## config.mk

```make
export PLATFORM = sky130hd
export DESIGN_NAME = multicycle_controller_flat
export DESIGN_NICKNAME = d
export VERILOG_FILES = /design/src/rtl/multicycle_controller_pkg.sv /design/src/rtl/multicycle_controller_if.sv /design/src/rtl/multicycle_controller_alu_decoder.sv /design/src/rtl/multicycle_controller.sv /design/src/flat_wrapper.sv
export SDC_FILE = /design/constraint.sdc
export NUM_CORES = 1
export LEC_CHECK = 0
export ABC_AREA = 1
export CAP_MARGIN = 10
export CELL_PAD_IN_SITES_DETAIL_PLACEMENT = 0
export CELL_PAD_IN_SITES_GLOBAL_PLACEMENT = 1
export CORE_MARGIN = 5
export CORE_UTILIZATION = 23
export CTS_CLUSTER_DIAMETER = 150
export DETAILED_ROUTE_END_ITERATION = 10
export GPL_TIMING_DRIVEN = 1
export MAX_ROUTING_LAYER = met4
export PLACE_DENSITY = 0.93
export SYNTH_ARGS = -nofsm -noshare
export SYNTH_HDL_FRONTEND = slang
export SYNTH_HIERARCHICAL = 1
export SYNTH_SLANG_ARGS = --single-unit
```

## constraint.sdc

```tcl
create_clock -name clk -period 5.2 [get_ports clk]
set_clock_uncertainty 0.15 [all_clocks]
set_input_delay 1.3 -clock clk [delete_from_list [all_inputs] [get_ports clk]]
set_output_delay 1.3 -clock clk [all_outputs]
set_load 0.01 [all_outputs]
```

## src/rtl/multicycle_controller_pkg.sv

```systemverilog
// Shared encodings for the multicycle MIPS controller: state codes, opcodes,
// funct codes, ALU control codes and datapath mux selects.
package multicycle_controller_pkg;

  localparam logic [3:0] S_FETCH    = 4'd0;
  localparam logic [3:0] S_DECODE   = 4'd1;
  localparam logic [3:0] S_MEMADR   = 4'd2;
  localparam logic [3:0] S_MEMRD    = 4'd3;
  localparam logic [3:0] S_MEMWB    = 4'd4;
  localparam logic [3:0] S_MEMWR    = 4'd5;
  localparam logic [3:0] S_EXECUTE  = 4'd6;
  localparam logic [3:0] S_ALUWB    = 4'd7;
  localparam logic [3:0] S_BRANCH   = 4'd8;
  localparam logic [3:0] S_ADDIEXEC = 4'd9;
  localparam logic [3:0] S_ADDIWB   = 4'd10;
  localparam logic [3:0] S_JUMP     = 4'd11;

  localparam logic [5:0] OP_RTYPE = 6'b000000;
  localparam logic [5:0] OP_LW    = 6'b100011;
  localparam logic [5:0] OP_SW    = 6'b101011;
  localparam logic [5:0] OP_BEQ   = 6'b000100;
  localparam logic [5:0] OP_ADDI  = 6'b001000;
  localparam logic [5:0] OP_J     = 6'b000010;

  localparam logic [5:0] FN_ADD  = 6'b100000;
  localparam logic [5:0] FN_ADDU = 6'b100001;
  localparam logic [5:0] FN_SUB  = 6'b100010;
  localparam logic [5:0] FN_SUBU = 6'b100011;
  localparam logic [5:0] FN_AND  = 6'b100100;
  localparam logic [5:0] FN_OR   = 6'b100101;
  localparam logic [5:0] FN_NOR  = 6'b100111;
  localparam logic [5:0] FN_SLT  = 6'b101010;

  localparam logic [3:0] ALU_AND = 4'b0000;
  localparam logic [3:0] ALU_OR  = 4'b0001;
  localparam logic [3:0] ALU_ADD = 4'b0010;
  localparam logic [3:0] ALU_SUB = 4'b0110;
  localparam logic [3:0] ALU_SLT = 4'b0111;
  localparam logic [3:0] ALU_NOR = 4'b1100;

  localparam logic [1:0] SRCB_B      = 2'b00;
  localparam logic [1:0] SRCB_FOUR   = 2'b01;
  localparam logic [1:0] SRCB_IMM    = 2'b10;
  localparam logic [1:0] SRCB_IMM_SH = 2'b11;

  localparam logic [1:0] PCSRC_ALU    = 2'b00;
  localparam logic [1:0] PCSRC_ALUOUT = 2'b01;
  localparam logic [1:0] PCSRC_JUMP   = 2'b10;

  typedef enum logic [1:0] {
    ALUOP_ADD   = 2'b00,
    ALUOP_SUB   = 2'b01,
    ALUOP_FUNCT = 2'b10
  } aluop_t;

  // Only the signed forms may raise a trap; addu/subu wrap silently.
  function automatic logic is_trapping_funct(input logic [5:0] funct);
    return (funct == FN_ADD) || (funct == FN_SUB);
  endfunction

endpackage

```

## src/rtl/multicycle_controller_if.sv

```systemverilog
// Controller <-> datapath bundle: instruction/overflow from the datapath,
// every datapath control plus debug state from the controller.
interface multicycle_controller_if;
  logic [31:0] instruction;
  logic        overflow;
  logic [1:0]  PCSource;
  logic [1:0]  ALUSrcB;
  logic        ALUSrcA;
  logic        RegWrite;
  logic        RegDst;
  logic        PCWriteCond;
  logic        PCWrite;
  logic        IorD;
  logic        MemToReg;
  logic        IRWrite;
  logic        MemWrite;
  logic [3:0]  ALUControl;
  logic        trap;
  logic        illegal;
  logic [3:0]  state_o;

  modport master (
    input  instruction, overflow,
    output PCSource, ALUSrcB, ALUSrcA, RegWrite, RegDst, PCWriteCond, PCWrite,
           IorD, MemToReg, IRWrite, MemWrite, ALUControl, trap, illegal, state_o
  );

  modport slave (
    output instruction, overflow,
    input  PCSource, ALUSrcB, ALUSrcA, RegWrite, RegDst, PCWriteCond, PCWrite,
           IorD, MemToReg, IRWrite, MemWrite, ALUControl, trap, illegal, state_o
  );
endinterface

```

## src/rtl/multicycle_controller_alu_decoder.sv

```systemverilog
// ALU control decode: fixed ADD/SUB for address and branch work, funct-driven
// for R-type; funct_ok flags whether funct is a supported R-type operation.
module alu_decoder
  import multicycle_controller_pkg::*;
(
  input  aluop_t      aluop,
  input  logic [5:0]  funct,
  output logic [3:0]  alu_control,
  output logic        funct_ok
);

  logic [3:0] funct_ctrl;

  always_comb begin
    funct_ctrl = ALU_ADD;
    funct_ok   = 1'b1;
    case (funct)
      FN_ADD, FN_ADDU: funct_ctrl = ALU_ADD;
      FN_SUB, FN_SUBU: funct_ctrl = ALU_SUB;
      FN_AND:          funct_ctrl = ALU_AND;
      FN_OR:           funct_ctrl = ALU_OR;
      FN_NOR:          funct_ctrl = ALU_NOR;
      FN_SLT:          funct_ctrl = ALU_SLT;
      default:         funct_ok   = 1'b0;
    endcase
  end

  always_comb begin
    case (aluop)
      ALUOP_SUB:   alu_control = ALU_SUB;
      ALUOP_FUNCT: alu_control = funct_ctrl;
      default:     alu_control = ALU_ADD;
    endcase
  end

endmodule

```

## src/rtl/multicycle_controller.sv

```systemverilog
// Moore control FSM for the multicycle MIPS core; one instruction every 3-5
// cycles, outputs decoded from the state register and the latched overflow.
module multicycle_controller
  import multicycle_controller_pkg::*;
#(
  parameter bit TRAP_EN = 1'b1
) (
  input  logic                    clk,
  input  logic                    rst,
  multicycle_controller_if.master bus
);

  logic [3:0] state;
  logic [3:0] state_next;
  logic       ovf;
  logic       trap_hit;
  logic [5:0] opcode;
  logic [5:0] funct;
  aluop_t     aluop;
  logic [3:0] alu_control;
  logic       funct_ok;
  logic       op_known;
  logic       unused_instr_bits;

  assign opcode            = bus.instruction[31:26];
  assign funct             = bus.instruction[5:0];
  assign unused_instr_bits = ^bus.instruction[25:6];
  assign trap_hit          = TRAP_EN & ovf;

  always_comb begin
    case (state)
      S_BRANCH:  aluop = ALUOP_SUB;
      S_EXECUTE: aluop = ALUOP_FUNCT;
      default:   aluop = ALUOP_ADD;
    endcase
  end

  alu_decoder u_alu_decoder (
    .aluop       (aluop),
    .funct       (funct),
    .alu_control (alu_control),
    .funct_ok    (funct_ok)
  );

  always_comb begin
    op_known = 1'b0;
    case (opcode)
      OP_LW, OP_SW, OP_BEQ, OP_ADDI, OP_J: op_known = 1'b1;
      OP_RTYPE:                            op_known = funct_ok;
      default:                             op_known = 1'b0;
    endcase
  end

  // The overflow flag only captures signed add/sub/addi results and is wiped
  // in FETCH so a stale flag can never leak into the next instruction.
  always_ff @(posedge clk) begin
    if (rst) begin
      state <= S_FETCH;
      ovf   <= 1'b0;
    end else begin
      state <= state_next;
      if (state == S_FETCH)
        ovf <= 1'b0;
      else if ((state == S_EXECUTE && is_trapping_funct(funct)) || state == S_ADDIEXEC)
        ovf <= bus.overflow;
    end
  end

  always_comb begin
    state_next = S_FETCH;
    case (state)
      S_FETCH: state_next = S_DECODE;
      S_DECODE: begin
        case (opcode)
          OP_LW, OP_SW: state_next = S_MEMADR;
          OP_RTYPE:     state_next = funct_ok ? S_EXECUTE : S_FETCH;
          OP_BEQ:       state_next = S_BRANCH;
          OP_ADDI:      state_next = S_ADDIEXEC;
          OP_J:         state_next = S_JUMP;
          default:      state_next = S_FETCH;
        endcase
      end
      S_MEMADR:   state_next = (opcode == OP_SW) ? S_MEMWR : S_MEMRD;
      S_MEMRD:    state_next = S_MEMWB;
      S_EXECUTE:  state_next = funct_ok ? S_ALUWB : S_FETCH;
      S_ADDIEXEC: state_next = S_ADDIWB;
      default:    state_next = S_FETCH;
    endcase
  end

  // Everything is held at zero while rst is high, so no strobe escapes in the
  // cycle an instruction is abandoned.
  always_comb begin
    bus.PCSource    = PCSRC_ALU;
    bus.ALUSrcB     = SRCB_B;
    bus.ALUSrcA     = 1'b0;
    bus.RegWrite    = 1'b0;
    bus.RegDst      = 1'b0;
    bus.PCWriteCond = 1'b0;
    bus.PCWrite     = 1'b0;
    bus.IorD        = 1'b0;
    bus.MemToReg    = 1'b0;
    bus.IRWrite     = 1'b0;
    bus.MemWrite    = 1'b0;
    bus.ALUControl  = 4'b0000;
    bus.trap        = 1'b0;
    bus.illegal     = 1'b0;
    bus.state_o     = 4'd0;
    if (!rst) begin
      bus.state_o = state;
      case (state)
        S_FETCH: begin
          bus.IRWrite    = 1'b1;
          bus.ALUSrcB    = SRCB_FOUR;
          bus.ALUControl = alu_control;
          bus.PCWrite    = 1'b1;
        end
        S_DECODE: begin
          bus.ALUSrcB    = SRCB_IMM_SH;
          bus.ALUControl = alu_control;
          bus.illegal    = ~op_known;
        end
        S_MEMADR: begin
          bus.ALUSrcA    = 1'b1;
          bus.ALUSrcB    = SRCB_IMM;
          bus.ALUControl = alu_control;
        end
        S_MEMRD: bus.IorD = 1'b1;
        S_MEMWB: begin
          bus.MemToReg = 1'b1;
          bus.RegWrite = 1'b1;
        end
        S_MEMWR: begin
          bus.IorD     = 1'b1;
          bus.MemWrite = 1'b1;
        end
        S_EXECUTE: begin
          bus.ALUSrcA    = 1'b1;
          bus.ALUControl = alu_control;
          bus.illegal    = ~funct_ok;
        end
        S_ALUWB: begin
          bus.RegDst   = 1'b1;
          bus.RegWrite = ~trap_hit;
          bus.trap     = trap_hit;
        end
        S_BRANCH: begin
          bus.ALUSrcA     = 1'b1;
          bus.ALUControl  = alu_control;
          bus.PCSource    = PCSRC_ALUOUT;
          bus.PCWriteCond = 1'b1;
        end
        S_ADDIEXEC: begin
          bus.ALUSrcA    = 1'b1;
          bus.ALUSrcB    = SRCB_IMM;
          bus.ALUControl = alu_control;
        end
        S_ADDIWB: begin
          bus.RegWrite = ~trap_hit;
          bus.trap     = trap_hit;
        end
        S_JUMP: begin
          bus.PCSource = PCSRC_JUMP;
          bus.PCWrite  = 1'b1;
        end
        default: ;
      endcase
    end
  end

endmodule

```

## src/flat_wrapper.sv

```systemverilog
// flat-port wrapper written by rule: the top's interface ports become plain ports
module multicycle_controller_flat import multicycle_controller_pkg::*;
#(
  parameter bit TRAP_EN = 1'b1
)
  (clk, rst, bus_instruction, bus_overflow, bus_PCSource, bus_ALUSrcB, bus_ALUSrcA, bus_RegWrite, bus_RegDst, bus_PCWriteCond, bus_PCWrite, bus_IorD, bus_MemToReg, bus_IRWrite, bus_MemWrite, bus_ALUControl, bus_trap, bus_illegal, bus_state_o);
  multicycle_controller_if bus_i ();
  input  logic clk;
  input  logic rst;
  input wire logic [$bits(bus_i.instruction)-1:0] bus_instruction;
  input wire logic [$bits(bus_i.overflow)-1:0] bus_overflow;
  output wire logic [$bits(bus_i.PCSource)-1:0] bus_PCSource;
  output wire logic [$bits(bus_i.ALUSrcB)-1:0] bus_ALUSrcB;
  output wire logic [$bits(bus_i.ALUSrcA)-1:0] bus_ALUSrcA;
  output wire logic [$bits(bus_i.RegWrite)-1:0] bus_RegWrite;
  output wire logic [$bits(bus_i.RegDst)-1:0] bus_RegDst;
  output wire logic [$bits(bus_i.PCWriteCond)-1:0] bus_PCWriteCond;
  output wire logic [$bits(bus_i.PCWrite)-1:0] bus_PCWrite;
  output wire logic [$bits(bus_i.IorD)-1:0] bus_IorD;
  output wire logic [$bits(bus_i.MemToReg)-1:0] bus_MemToReg;
  output wire logic [$bits(bus_i.IRWrite)-1:0] bus_IRWrite;
  output wire logic [$bits(bus_i.MemWrite)-1:0] bus_MemWrite;
  output wire logic [$bits(bus_i.ALUControl)-1:0] bus_ALUControl;
  output wire logic [$bits(bus_i.trap)-1:0] bus_trap;
  output wire logic [$bits(bus_i.illegal)-1:0] bus_illegal;
  output wire logic [$bits(bus_i.state_o)-1:0] bus_state_o;
  assign bus_i.instruction = bus_instruction;
  assign bus_i.overflow = bus_overflow;
  assign bus_PCSource = bus_i.PCSource;
  assign bus_ALUSrcB = bus_i.ALUSrcB;
  assign bus_ALUSrcA = bus_i.ALUSrcA;
  assign bus_RegWrite = bus_i.RegWrite;
  assign bus_RegDst = bus_i.RegDst;
  assign bus_PCWriteCond = bus_i.PCWriteCond;
  assign bus_PCWrite = bus_i.PCWrite;
  assign bus_IorD = bus_i.IorD;
  assign bus_MemToReg = bus_i.MemToReg;
  assign bus_IRWrite = bus_i.IRWrite;
  assign bus_MemWrite = bus_i.MemWrite;
  assign bus_ALUControl = bus_i.ALUControl;
  assign bus_trap = bus_i.trap;
  assign bus_illegal = bus_i.illegal;
  assign bus_state_o = bus_i.state_o;
  multicycle_controller #(.TRAP_EN(TRAP_EN)) u_core (.clk(clk), .rst(rst), .bus(bus_i));
endmodule
```

==> flow_metrics.env <==
export IMPL_rows=22
export IMPL_cts_root_buf="clkbuf_8"
export IMPL_ys_warn_count=6
export IMPL_finalSetupTns_ns=0
export IMPL_cts_setup_buffers=0
export IMPL_pwr_share_seq_pct=24.9
export IMPL_cts_buffer_depth=2
export IMPL_switching_share_pct=28.8
export IMPL_reg2reg_from="u_core/state[1]"
export IMPL_worstSetupPathType="in2out"
export IMPL_io_pins=58
export IMPL_hold_depth=2
export IMPL_num_antenna_cells=0
export IMPL_required_ns=3.75
export IMPL_grt_pass1_wl_um=3800
export IMPL_cap_violations=0
export IMPL_nets=243
export IMPL_syn_area_um2=842
export IMPL_via_per_inst=4.09
export IMPL_htree_levels=1
export IMPL_ant_nets=0
export IMPL_grt_use_total_pct=9.25
export IMPL_p_switching_mw=0.0469
export IMPL_wirelength_um=2320
export IMPL_synth_nets=203
export IMPL_power_density_nw_per_um2=124
export IMPL_synthAdderAreaFrac_pct=2.97
export IMPL_die_area_um2=4970
export IMPL_crit_path_end_kind="primary output"
export IMPL_synthCells=166
export IMPL_core_area_um2=3610
export IMPL_ctsResizeCount=0
export IMPL_relSlewSlack_pct=73.7
export IMPL_slew_violations=0
export IMPL_synth_compound_area_share_pct=11.4
export IMPL_placed_area_um2=1260
export IMPL_setup_slack_ns=0.421
export IMPL_postLayoutCoreUtil_pct=36.3
export IMPL_setup_viol=0
export IMPL_drt_iter0_markers=58
export IMPL_vias=1035
export IMPL_place_ws_ns=0.435
export IMPL_hold_viol=0
export IMPL_clk_pin_slew_ns=0.03
export IMPL_path_common_cell="inv_1"
export IMPL_start_util_pct=23.4
export IMPL_rsz0062_at_grt="false"
export IMPL_drc_errors=0
export IMPL_first_pass_iters=4
export IMPL_cp_max_fo=3
export IMPL_ys_seq_elements=5
export IMPL_comb_power_share_pct=30.6
export IMPL_insertion_delay_ns=0.23
export IMPL_period_share_pct=91.9
export IMPL_first_global_vias=924
export IMPL_worst_slew_pin_transition_ns=0.393
export IMPL_fp_dieH_um=70.5
export IMPL_synth_top_family_by_area="simple AND/OR/NAND/NOR gates"
export IMPL_p_leak_nw=0.663
export IMPL_outcome="finished clean"
export IMPL_portBuffers=37
export IMPL_pwr_share_clk_pct=44.6
export IMPL_hold_slack_ns=0.362
export IMPL_hold_start="u_core/ovf"
export IMPL_die_w_um=70.5
export IMPL_synth_xor_area_share_pct=0
export IMPL_final_area_um2=1310
export IMPL_numClockSinks=5
export IMPL_grt_max_degree=14
export IMPL_dp_hpwl_um=1980
export IMPL_critical_path_max_stage_delay_ns=0.56
export IMPL_synth_simple_gate_area_share_pct=55.4
export IMPL_reg2reg_depth=6
export IMPL_startpoint_type="input pin"
export IMPL_cts_tree="built"
export IMPL_crit_start="bus_instruction[3]"
export IMPL_ys_seq_area_share_pct=11.9
export IMPL_worst_ep_arrival_time_ns=3.33
export IMPL_gp_congestion=0.843
export IMPL_slowest_stage="clkdlybuf4s50_1"
export IMPL_cts_hold_buf=0
export IMPL_antenna_found_initial=0
export IMPL_path_cells="clkdlybuf4s50_1, inv_1, nand2_1, inv_1, o211ai_1, nand3_1, inv_1, nor2_1, nor2_1, nand2_1, a21oi_1, clkdlybuf4s50_1"
export IMPL_max_freq_mhz=209
export IMPL_wl_per_cell_um=9.17
export IMPL_fin_crit_ns=4.78
export IMPL_drive_gt1_share_pct=7.32
export IMPL_cts_buffers=3
export IMPL_yosysUniqueCellTypes=24
export IMPL_overflow=0
export IMPL_hold_class="reg2reg"
export IMPL_synth_avg_cell_area_um2=5.07
export IMPL_p_int_mw=0.116
export IMPL_area_growth_pct=55.6
export IMPL_synth_mux_area_fraction_pct=0
export IMPL_peakVddDrop_mv=0.0588
==> flip-flops by register name, summed over array words and instances, names as in the netlist <==
signal / count
u_core/state: 4
u_core/ovf: 1
==> synthesized netlist by cell type, drive strengths merged <==
master,instances,area [um2]
nor3b,1,7.51
dfxtp,5,100
inv,37,139
o22ai,1,6.26
nand2,42,175
o21ai,3,15.0
a21oi,9,48.8
clkbuf,2,7.51
nand3,14,80.1
o211ai,1,7.51
nor3,1,5.00
a31oi,3,18.8
buf,1,7.51
nor2,42,186
ha,2,25.0
nand4,2,12.5
==> per-stage QoR <==
step,std cells,total power [mW]
global placement,249,0.0906
CTS,253,0.165
detailed placement,249,0.0909
global route,253,0.171
floorplan,166,0.0651
finish,253,0.163
==> critical path: cells and delay by family <==
family | cells | cell delay (ns)
compound gates | 2 | 0.26
buf+inv | 5 | 1.28
simple gates | 5 | 0.48
==> layout make-up <==
cell class                 count  area (um2)
fill                         406        2300
multi-input combinational    121         588
timing repair buffer          38         378
inverter                      37         139
sequential                     5         100
tap                           48        60.1
clock buffer                   4        45.0
==> power groups by stage <==
stage,clock (mW),sequential [mW],combinational [mW]
detailed placement,0,0.0410,0.0499
global placement,0,0.0409,0.0497
CTS,0.0744,0.0405,0.0501
floorplan,0,0.0408,0.0244
finish,0.0726,0.0405,0.0498
global route,0.0753,0.0406,0.0550
==> path summary, 6_finish.rpt <==
kind	to	slack (ns)
setup reg to reg	u_core/state[2]	3.85
setup / recovery	bus_illegal	0.42
hold reg to reg	u_core/ovf	0.36
hold / removal	u_core/ovf	0.36
==> cells by family after synthesis <==
kind of cell	after synthesis
fa+ha+maj	2
flops	5
buf+inv	40
compound gates	17
simple gates	102
==> metal layers <==
| metal | up-vias | global-route usage (%) | share of wire (%) |
|---|---|---|---|
| li1 | 583 | - | - |
| met1 | 418 | 11.2 | 48 |
| met5 | - | - | 0 |
| met4 | 0 | 4.26 | 1.9 |
| met3 | 4 | 1.73 | 6.7 |
| met2 | 30 | 14.8 | 44 |
==> layout by cell type, fill, tap and decap left out, types with 3 or more instances in the layout <==
master and instances:
a21oi_1 8, dfxtp_1 5, inv_1 36, nand3_1 12, a31oi_1 3, clkbuf_8 3, nor2_1 38, nand2_1 39
clkdlybuf4s50_1 37, o21ai_0 3
Power figures use the tool's default switching activity.
